==> src/rtl/rrc_tx_sched_if.sv <==
// Symbol handshake between the bit source and the RRC transmit scheduler.
// The source drives valid/data/last and the scheduler answers with ready.
interface rrc_tx_sched_if;
    logic sym_valid;
    logic sym_data;
    logic sym_last;
    logic sym_ready;

    modport master (output sym_valid, output sym_data, output sym_last, input sym_ready);
    modport slave  (input sym_valid, input sym_data, input sym_last, output sym_ready);
endinterface

==> src/rtl/rrc_tx_sched.sv <==
// BPSK symbol scheduler in front of the RRC FIR: maps bits to +/-1, zero-stuffs to SPS, flushes the tail.
// Optional macro RRC_TX_SCHED_STATS_EN adds saturating sym_count/underflow_count outputs.
module rrc_tx_sched #(
    parameter int SPS         = 4,
    parameter int NUM_TAPS    = 16,
    parameter int INPUT_WIDTH = 2
`ifdef RRC_TX_SCHED_STATS_EN
    ,
    parameter int CNT_WIDTH   = 16
`endif
) (
    input  logic                          clk,
    input  logic                          rst,
    input  logic                          enable,
    rrc_tx_sched_if.slave                 sym,
    output logic signed [INPUT_WIDTH-1:0] fir_din,
    output logic                          sample_valid,
    output logic                          busy,
    output logic                          underflow,
    input  logic                          clr_underflow
`ifdef RRC_TX_SCHED_STATS_EN
    ,
    output logic [CNT_WIDTH-1:0]          sym_count,
    output logic [CNT_WIDTH-1:0]          underflow_count
`endif
);

    localparam int PH_W = $clog2(SPS);
    localparam int FL_W = $clog2(NUM_TAPS + 1);
    localparam logic [PH_W-1:0] PH_LAST = PH_W'(SPS - 1);
    localparam logic [FL_W-1:0] FL_LAST = FL_W'(NUM_TAPS);

    typedef enum logic [1:0] {
        ST_IDLE  = 2'd0,
        ST_RUN   = 2'd1,
        ST_FLUSH = 2'd2
    } state_t;

    state_t            state_r;
    logic [PH_W-1:0]   phase_r;
    logic [FL_W-1:0]   flush_cnt_r;
    logic              last_seen_r;
    logic              ready_s;
    logic              xfer_s;
    logic              underflow_set_s;

    function automatic logic [INPUT_WIDTH-1:0] sym_map(input logic bit_in);
        return bit_in ? {INPUT_WIDTH{1'b1}} : {{(INPUT_WIDTH-1){1'b0}}, 1'b1};
    endfunction

    // Ready decode: IDLE follows enable, RUN only at the last phase of a non-final symbol.
    always_comb begin
        ready_s = 1'b0;
        case (state_r)
            ST_IDLE:  ready_s = enable;
            ST_RUN:   ready_s = (phase_r == PH_LAST) && !last_seen_r && enable;
            ST_FLUSH: ready_s = 1'b0;
            default:  ready_s = 1'b0;
        endcase
        xfer_s          = sym.sym_valid && ready_s;
        // A boundary that was ready for a symbol but got none is an underflow.
        underflow_set_s = (state_r == ST_RUN) && ready_s && !sym.sym_valid;
    end

    assign sym.sym_ready = ready_s;

    // Main scheduler FSM with registered sample outputs.
    always_ff @(posedge clk) begin
        if (rst) begin
            state_r      <= ST_IDLE;
            phase_r      <= {PH_W{1'b0}};
            flush_cnt_r  <= {FL_W{1'b0}};
            last_seen_r  <= 1'b0;
            fir_din      <= {INPUT_WIDTH{1'b0}};
            sample_valid <= 1'b0;
            busy         <= 1'b0;
        end else begin
            case (state_r)
                ST_IDLE: begin
                    fir_din      <= {INPUT_WIDTH{1'b0}};
                    sample_valid <= 1'b0;
                    busy         <= 1'b0;
                    if (xfer_s) begin
                        state_r      <= ST_RUN;
                        phase_r      <= {PH_W{1'b0}};
                        fir_din      <= sym_map(sym.sym_data);
                        sample_valid <= 1'b1;
                        busy         <= 1'b1;
                        last_seen_r  <= sym.sym_last;
                    end
                end
                ST_RUN: begin
                    sample_valid <= 1'b1;
                    busy         <= 1'b1;
                    if (phase_r != PH_LAST) begin
                        phase_r <= phase_r + PH_W'(1);
                        fir_din <= {INPUT_WIDTH{1'b0}};
                    end else if (xfer_s) begin
                        phase_r     <= {PH_W{1'b0}};
                        fir_din     <= sym_map(sym.sym_data);
                        last_seen_r <= sym.sym_last;
                    end else if (!last_seen_r && enable) begin
                        phase_r <= {PH_W{1'b0}};
                        fir_din <= {INPUT_WIDTH{1'b0}};
                    end else begin
                        state_r     <= ST_FLUSH;
                        flush_cnt_r <= {FL_W{1'b0}};
                        fir_din     <= {INPUT_WIDTH{1'b0}};
                    end
                end
                ST_FLUSH: begin
                    fir_din <= {INPUT_WIDTH{1'b0}};
                    if (flush_cnt_r == FL_LAST) begin
                        state_r      <= ST_IDLE;
                        phase_r      <= {PH_W{1'b0}};
                        sample_valid <= 1'b0;
                        busy         <= 1'b0;
                    end else begin
                        flush_cnt_r  <= flush_cnt_r + FL_W'(1);
                        sample_valid <= 1'b1;
                        busy         <= 1'b1;
                    end
                end
                default: begin
                    state_r      <= ST_IDLE;
                    phase_r      <= {PH_W{1'b0}};
                    flush_cnt_r  <= {FL_W{1'b0}};
                    fir_din      <= {INPUT_WIDTH{1'b0}};
                    sample_valid <= 1'b0;
                    busy         <= 1'b0;
                end
            endcase
        end
    end

    // Sticky underflow flag; a new underflow beats a simultaneous clear.
    always_ff @(posedge clk) begin
        if (rst) begin
            underflow <= 1'b0;
        end else if (underflow_set_s) begin
            underflow <= 1'b1;
        end else if (clr_underflow) begin
            underflow <= 1'b0;
        end else begin
            underflow <= underflow;
        end
    end

`ifdef RRC_TX_SCHED_STATS_EN
    function automatic logic [CNT_WIDTH-1:0] sat_inc(input logic [CNT_WIDTH-1:0] v);
        return (&v) ? v : v + CNT_WIDTH'(1);
    endfunction

    // Saturating statistics; clear and increment together leaves a count of one.
    always_ff @(posedge clk) begin
        if (rst) begin
            sym_count       <= {CNT_WIDTH{1'b0}};
            underflow_count <= {CNT_WIDTH{1'b0}};
        end else begin
            if (xfer_s) begin
                sym_count <= sat_inc(clr_underflow ? {CNT_WIDTH{1'b0}} : sym_count);
            end else if (clr_underflow) begin
                sym_count <= {CNT_WIDTH{1'b0}};
            end else begin
                sym_count <= sym_count;
            end
            if (underflow_set_s) begin
                underflow_count <= sat_inc(clr_underflow ? {CNT_WIDTH{1'b0}} : underflow_count);
            end else if (clr_underflow) begin
                underflow_count <= {CNT_WIDTH{1'b0}};
            end else begin
                underflow_count <= underflow_count;
            end
        end
    end
`endif

endmodule

==> src/flat_wrapper.sv <==
// flat-port wrapper written by rule: the top's interface ports become plain ports
module rrc_tx_sched_flat 
#(
    parameter int SPS         = 4,
    parameter int NUM_TAPS    = 16,
    parameter int INPUT_WIDTH = 2

)
  (clk, rst, enable, fir_din, sample_valid, busy, underflow, clr_underflow, sym_sym_valid, sym_sym_data, sym_sym_last, sym_sym_ready);
  rrc_tx_sched_if sym_i ();
  input  logic clk;
  input  logic rst;
  input  logic enable;
  output logic signed [INPUT_WIDTH-1:0] fir_din;
  output logic sample_valid;
  output logic busy;
  output logic underflow;
  input  logic clr_underflow;
  input wire logic [$bits(sym_i.sym_valid)-1:0] sym_sym_valid;
  input wire logic [$bits(sym_i.sym_data)-1:0] sym_sym_data;
  input wire logic [$bits(sym_i.sym_last)-1:0] sym_sym_last;
  output wire logic [$bits(sym_i.sym_ready)-1:0] sym_sym_ready;
  assign sym_i.sym_valid = sym_sym_valid;
  assign sym_i.sym_data = sym_sym_data;
  assign sym_i.sym_last = sym_sym_last;
  assign sym_sym_ready = sym_i.sym_ready;
  rrc_tx_sched #(.SPS(SPS), .NUM_TAPS(NUM_TAPS), .INPUT_WIDTH(INPUT_WIDTH)) u_core (.clk(clk), .rst(rst), .enable(enable), .sym(sym_i), .fir_din(fir_din), .sample_valid(sample_valid), .busy(busy), .underflow(underflow), .clr_underflow(clr_underflow));
endmodule
==> config.mk <==
export PLATFORM = sky130hd
export DESIGN_NAME = rrc_tx_sched_flat
export DESIGN_NICKNAME = d
export VERILOG_FILES = /design/src/rtl/rrc_tx_sched_if.sv /design/src/rtl/rrc_tx_sched.sv /design/src/flat_wrapper.sv
export SDC_FILE = /design/constraint.sdc
export NUM_CORES = 1
export LEC_CHECK = 0
export CAP_MARGIN = 20
export CORE_MARGIN = 3
export CORE_UTILIZATION = 45
export CTS_CLUSTER_DIAMETER = 150
export DETAILED_ROUTE_END_ITERATION = 7
export GPL_TIMING_DRIVEN = 0
export PLACE_DENSITY_LB_ADDON = 0.12
export RECOVER_POWER = 50
export SLEW_MARGIN = 30
export SYNTH_ARGS = -nofsm -noshare
export SYNTH_HDL_FRONTEND = slang
export SYNTH_SLANG_ARGS = --single-unit
==> constraint.sdc <==
create_clock -name clk -period 1.95 [get_ports clk]
set_input_delay 0.585 -clock clk [delete_from_list [all_inputs] [get_ports clk]]
set_output_delay 0.585 -clock clk [all_outputs]
set_load 0.005 [all_outputs]
==> impl_metrics.json, run 1 <==
{
  "outcome": "finished, final reports clean",
  "area_delta_synth_final_pct": 29.8,
  "die-width_um": 45.6,
  "gp_congestion": 0.808,
  "grt_pass1_wl_um": 2480,
  "endpoint_kind": "primary output",
  "p_leak_nw": 0.324,
  "cp_max_fo": 4,
  "maxSlewHeadroom_pct": 68.3,
  "worstMarginPinSlew_ns": 0.475,
  "path_buf_inv": 2,
  "diodes": 0,
  "holdWs_ns": 0.495,
  "hold_class": "reg -> reg",
  "worst_path_largest_cell_delay_ns": 0.25,
  "first_pass_iters": 4,
  "async_flop_share_pct": 0,
  "clock_skew_ns": 0.00618,
  "dr_wl_met2_um": 712,
  "io_pins": 13,
  "clk_pin_slew_worst_paths_ns": 0.08,
  "holdPathEnd": "u_core.last_seen_r",
  "synth_ff_type": "dfxtp_1",
  "netlist_area_um2": 704,
  "htreeDepth": 1,
  "yosysTopAreaCellShare_pct": 39.8,
  "wl_per_cell_um": 12.8,
  "r2r_slack_ns": 0.41,
  "worstSetupPathType": "in -> out",
  "p_per_area_nw_per_um2": 630,
  "nets": 113,
  "synth_nets": 95,
  "ys_types": 30,
  "die_h_um": 45.6,
  "hold_viol": 0,
  "grt_pass1_vias": 579,
  "ys_warn_count": 0,
  "reg2reg_from": "u_core.flush_cnt_r[0]",
  "worst_setup_path_start_kind": "input port",
  "min_from": "u_core.last_seen_r",
  "highest_layer": "met4",
  "synth.avg_cell_area_um2": 8.29,
  "power_mw": 0.576,
  "synth_common_cells": "dfxtp_1 (14), a21oi_1 (9), nor2_1 (8), inv_1 (7), nand2_1 (7)",
  "wirelength_um": 1500,
  "max_freq_mhz": 528,
  "synth_top_area_cell": "dfxtp_1",
  "cp_top_family": "buffers and inverters",
  "die-area_um2": 2080,
  "ir_drop_mv": 0.479,
  "worst-path-stages": 4,
  "finish.utilization_pct": 66.2,
  "reg2reg_to": "u_core.flush_cnt_r[1]",
  "holdPathStages": 2,
  "root_buffer": "clkbuf_4",
  "grt_usage_pct": 16.7,
  "cts_tree": "built",
  "rows": 13,
  "synth_enable_flop_cells": 0,
  "routedLengthMet1_um": 703,
  "required_ns": 1.36,
  "antenna_found_initial": 0,
  "setup_viol": 0,
  "cts_buffers": 3,
  "slew_viol_final": 0,
  "viasPerCell": 5.62,
  "reg2reg_depth": 6,
  "initial_utilization_pct": 51.0,
  "insertion_delay_ns": 0.28,
  "period_share_pct": 97.2,
  "wl_met3_um": 55,
  "clock_path_buffers": 2,
  "synthMostInstantiatedCell": "dfxtp_1",
  "postRouteAntennaNets": 0,
  "cp.arrival_ns": 1.31,
  "portBuffers": 12,
  "layout_min_cycle_time_ns": 1.90,
  "dp_hpwl_um": 1090,
  "grt-ovfl-total": 0,
  "drive_gt1_share_pct": 16.7,
  "num_vias": 657,
  "grt_max_degree": 11,
  "cp_slowest_cell": "dlygate4sd2_1",
  "coreArea_um2": 1380,
  "nFillCells": 112,
  "path_cells": "clkdlybuf4s15_1 -> nand2b_1 -> a21oi_2 -> dlygate4sd2_1",
  "grt_setup_unrepaired": "false",
  "synth-seq-cells": 14,
  "maxCapViolations": 0,
  "synth.yosys.seq_area_share_pct": 39.8,
  "syn_inst": 85,
  "cts_sinks": 14,
  "drt_iter0_markers": 13,
  "synth_area_leaders": "dfxtp_1 (40%), a21oi_1 (6.4%), ha_1 (5.3%), nor2_1 (4.3%), inv_1 (3.7%)",
  "drc": 0
}
-- sequential cells by signal, indices dropped and copies added, names as in the netlist --
register / count
u_core.state_r: 2
u_core.flush_cnt_r: 5
u_core.busy: 1
u_core.last_seen_r: 1
u_core.fir_din: 2
u_core.phase_r: 2
u_core.underflow: 1
-- worst register-to-register path: cells and delay by family, from the launching register on --
| family | cells | cell delay, ns |
|---|---|---|
| buffers and inverters | 1 | 0.06 |
| adders and majority gates | 1 | 0.21 |
| DFF | 1 | 0.42 |
| and+or+nand+nor | 3 | 0.65 |
| AOI/OAI and AO/OA | 1 | 0.14 |
-- power by group --
group | internal, mW | switching (mW) | total (mW)
clock network | 0.114 | 0.0991 | 0.213
logic | 0.0353 | 0.0299 | 0.0652
registers | 0.293 | 0.00573 | 0.298
total | 0.442 | 0.135 | 0.576
-- cell usage in the layout, fill, tap and decap left out, types with 2 or more instances in the layout --
cell type         n
a211o_1           2
a21oi_1           8
a311oi_1          2
a31oi_1           3
a41oi_1           2
buf_2             2
buf_4             2
clkbuf_4          3
clkdlybuf4s50_1   8
dfxtp_1          12
dlygate4sd3_1     2
ha_1              2
inv_1             7
nand2_1           7
nand2b_1          2
nand3_1           4
nor2_1            8
nor4_1            2
-- layout make-up --
class	instances	area [µm²]	share of cell area, %
well taps	15	18.8	2.05
flip-flops and latches	14	285	31.2
multi-input cells	60	400	43.8
clock buffers	4	36.3	3.97
inverters	7	26.3	2.87
repair buffers	13	126	13.8
plain buffers	4	21.3	2.33
-- worst max-delay path by stage --
stage	startpoint	to	slack (ns)
finish	enable	sym_sym_ready	0.05
global route	u_core.phase_r[0]	sym_sym_ready	0.01
CTS	u_core.phase_r[0]	sym_sym_ready	0.00007
detailed placement	enable	sym_sym_ready	-0.56
global placement	enable	sym_sym_ready	-0.54
floorplan	u_core.phase_r[0]	sym_sym_ready	0.46
-- per-stage QoR --
stage	cell area, µm²	setup TNS (ns)	setup slack [ns]	cells
3_3_place_gp	843	-0.770	-0.542	112
4_1_cts	898	0	0.0000731	116
5_1_grt	915	0	0.0148	117
2_1_floorplan	704	0	0.459	85
3_5_place_dp	843	-0.785	-0.556	112
6_report	915	0	0.0543	117
-- metal layers --
layer,track usage [%],vias to the layer above
met4,8.77,0
met2,24.8,13
met5,0,-
met1,21.5,299
met3,4.74,5
li1,-,340
-- logic make-up (layout without fill, tap and decap cells) --
family	Yosys count	count (layout)	share of synthesized area, %
adders and majority gates	3	3	5.33
buffers and inverters	11	28	6.75
and+or+nand+nor	34	34	26.6
DFF	14	14	39.8
AOI/OAI and AO/OA	23	23	21.5
-- what timing repair did --
action,4_1_cts,5_1_grt
gates cloned,0,0
pin swaps,0,1
resized for setup,8,2
endpoints found under the setup margin,1,1
setup buffers,0,1
hold buffers,0,0
Power figures use the tool's default switching activity.
==> run 2: changes to the inputs <==
--- a/config.mk
+++ b/config.mk
@@ -10,7 +10,6 @@
 export CORE_UTILIZATION = 45
 export CTS_CLUSTER_DIAMETER = 150
 export DETAILED_ROUTE_END_ITERATION = 7
-export GPL_TIMING_DRIVEN = 0
 export PLACE_DENSITY_LB_ADDON = 0.12
 export RECOVER_POWER = 50
 export SLEW_MARGIN = 30
==> run 2 against run 1 <==
Effect of this change:
- utilization increased by 3.6 points
- total power increased by 1.8%
- clock skew increased by 0.00089 ns
- critical endpoint unchanged
- largest power group unchanged
==> impl_metrics.json, run 2 (synthesis results as in run 1) <==
{
  "grt_max_degree": 12,
  "ir_drop_mv": 0.614,
  "drive_gt1_share_pct": 21.4,
  "wirelength_um": 1760,
  "diodes": 0,
  "endpoint_kind": "primary output",
  "hold_viol": 0,
  "setup_slack_ns": 0.108,
  "grt_pass1_wl_um": 2840,
  "r2r_slack_ns": 0.30,
  "period_share_pct": 94.4,
  "swShare_pct": 22.7,
  "worstSetupPathType": "reg -> out",
  "die-width_um": 45.6,
  "worst_path_largest_cell_delay_ns": 0.36,
  "clock_path_buffers": 2,
  "root_buffer": "clkbuf_4",
  "p_switching_mw": 0.133,
  "p_per_area_nw_per_um2": 608,
  "p_leak_nw": 0.371,
  "nets": 123,
  "hold_class": "reg -> reg",
  "register_area_um2": 280,
  "antenna_found_initial": 0,
  "max_freq_mhz": 543,
  "rows": 13,
  "first_pass_iters": 4,
  "maxSlewHeadroom_pct": 66.8,
  "gp_congestion": 0.802,
  "grt_pass1_vias": 632,
  "multi_input_area_um2": 380,
  "coreArea_um2": 1380,
  "reg2reg_depth": 5,
  "portBuffers": 12,
  "slew_viol_final": 0,
  "use_met2_pct": 32.0,
  "num_vias": 718,
  "maxCapViolations": 0,
  "grt_setup_unrepaired": "false",
  "wl_per_cell_um": 13.9,
  "cts_buffers": 3,
  "setup_viol": 0,
  "cp_slowest_cell": "dfxtp_1",
  "clock_skew_ns": 0.00707,
  "area_delta_synth_final_pct": 36.9,
  "cp_max_fo": 3,
  "top_register": "u_core.flush_cnt_r",
  "path_cells": "ha_1 -> nand2b_1 -> a21oi_2 -> buf_2",
  "drc": 0,
  "initial_utilization_pct": 51.0,
  "layout_min_cycle_time_ns": 1.84,
  "largest_reg_flops": 5,
  "critPathCapture": "sym_sym_ready",
  "globalRouteMet3Util_pct": 7.51,
  "timing.setup.tns_ns": 0,
  "top_usage_layer": "met2",
  "drt_iter0_markers": 16,
  "combPwrFrac_pct": 14.4,
  "power.internal_mw": 0.454,
  "worst_setup_path_start_kind": "flop",
  "cp.arrival_ns": 1.26,
  "grt_usage_pct": 19.5,
  "outcome": "finished, final reports clean",
  "io_pins": 13,
  "worstMarginPinSlew_ns": 0.498,
  "holdWs_ns": 0.469,
  "fin_cells": 127,
  "placedCellCount": 117,
  "grt-ovfl-total": 0,
  "place_ws_ns": -0.482,
  "cp_top_family": "flip-flops",
  "nFillCells": 107,
  "startpoint": "u_core.phase_r[1]",
  "reg2reg_to": "u_core.flush_cnt_r[0]",
  "worst-path-stages": 4,
  "postRouteAntennaNets": 0,
  "htreeDepth": 1,
  "die_h_um": 45.6,
  "required_ns": 1.36,
  "clk_pin_slew_worst_paths_ns": 0.08,
  "insertion_delay_ns": 0.28,
  "use_met1_pct": 22.8,
  "cts_tree": "built",
  "die-area_um2": 2080,
  "dp_hpwl_um": 1240,
  "cts_sinks": 14,
  "seqPwrFrac_pct": 50.5,
  "most-common-layout-cells": "buf_4 (14), dfxtp_1 (14), clkdlybuf4s50_1 (9), a21oi_1 (8), nor2_1 (8)",
  "path_buf_inv": 1,
  "reg2reg_from": "u_core.state_r[0]",
  "viasPerCell": 5.65,
  "clockPowerShare_pct": 35.1
}
==> run 2: cell type report <==
| type | count | area share, % |
|---|---|---|
| clock buffer | 4 | 3.76 |
| inverter | 7 | 2.72 |
| multi-input combinational | 60 | 39.4 |
| sequential | 14 | 29.1 |
| tap | 15 | 1.95 |
| timing repair buffer | 27 | 23.1 |
==> run 2: how the worst min path moves through the flow <==
stage / start / end / depth (start not counted)
detailed placement: u_core.last_seen_r / u_core.last_seen_r / 2
floorplan: u_core.last_seen_r / u_core.last_seen_r / 2
global placement: u_core.last_seen_r / u_core.last_seen_r / 2
finish: u_core.last_seen_r / u_core.last_seen_r / 2
CTS: u_core.last_seen_r / u_core.last_seen_r / 2
global route: u_core.last_seen_r / u_core.last_seen_r / 2
==> run 2: tightest hold or removal path: stages (launching register included) <==
cell and delay [ns]:
dfxtp_1 0.32, nand2_1 0.05, a21oi_1 0.05
==> run 2: per-stage QoR <==
stage	total power, mW	area [µm²]	util [%]
2_1_floorplan	0.334	704	-
3_3_place_gp	0.374	890	64.3
3_5_place_dp	0.375	890	64.3
4_1_cts	0.594	968	70.0
5_1_grt	0.620	965	69.8
6_report	0.587	965	69.8
==> run 2: power by group through the flow <==
stage | Combinational, mW | Clock (mW) | Sequential, mW
final | 0.0842 | 0.206 | 0.297
after global routing | 0.0911 | 0.232 | 0.297
after CTS | 0.0826 | 0.215 | 0.297
after detailed placement | 0.0719 | 0 | 0.303
after global placement | 0.0707 | 0 | 0.303
after floorplan | 0.0306 | 0 | 0.304
==> run 2: routing by layer <==
| layer | routed length (µm) | part of all wire [%] |
|---|---|---|
| met1 | 769 | 44 |
| met5 | 0 | 0 |
| met3 | 101 | 5.7 |
| met2 | 877 | 50 |
| met4 | 12 | 0.68 |
==> run 2: repair_timing <==
| item | CTS | global route |
|---|---|---|
| setup endpoints to repair | 1 | 0 |
| gates resized for setup | 6 | 0 |
| setup buffers | 6 | 0 |
| hold buffers | 0 | 0 |
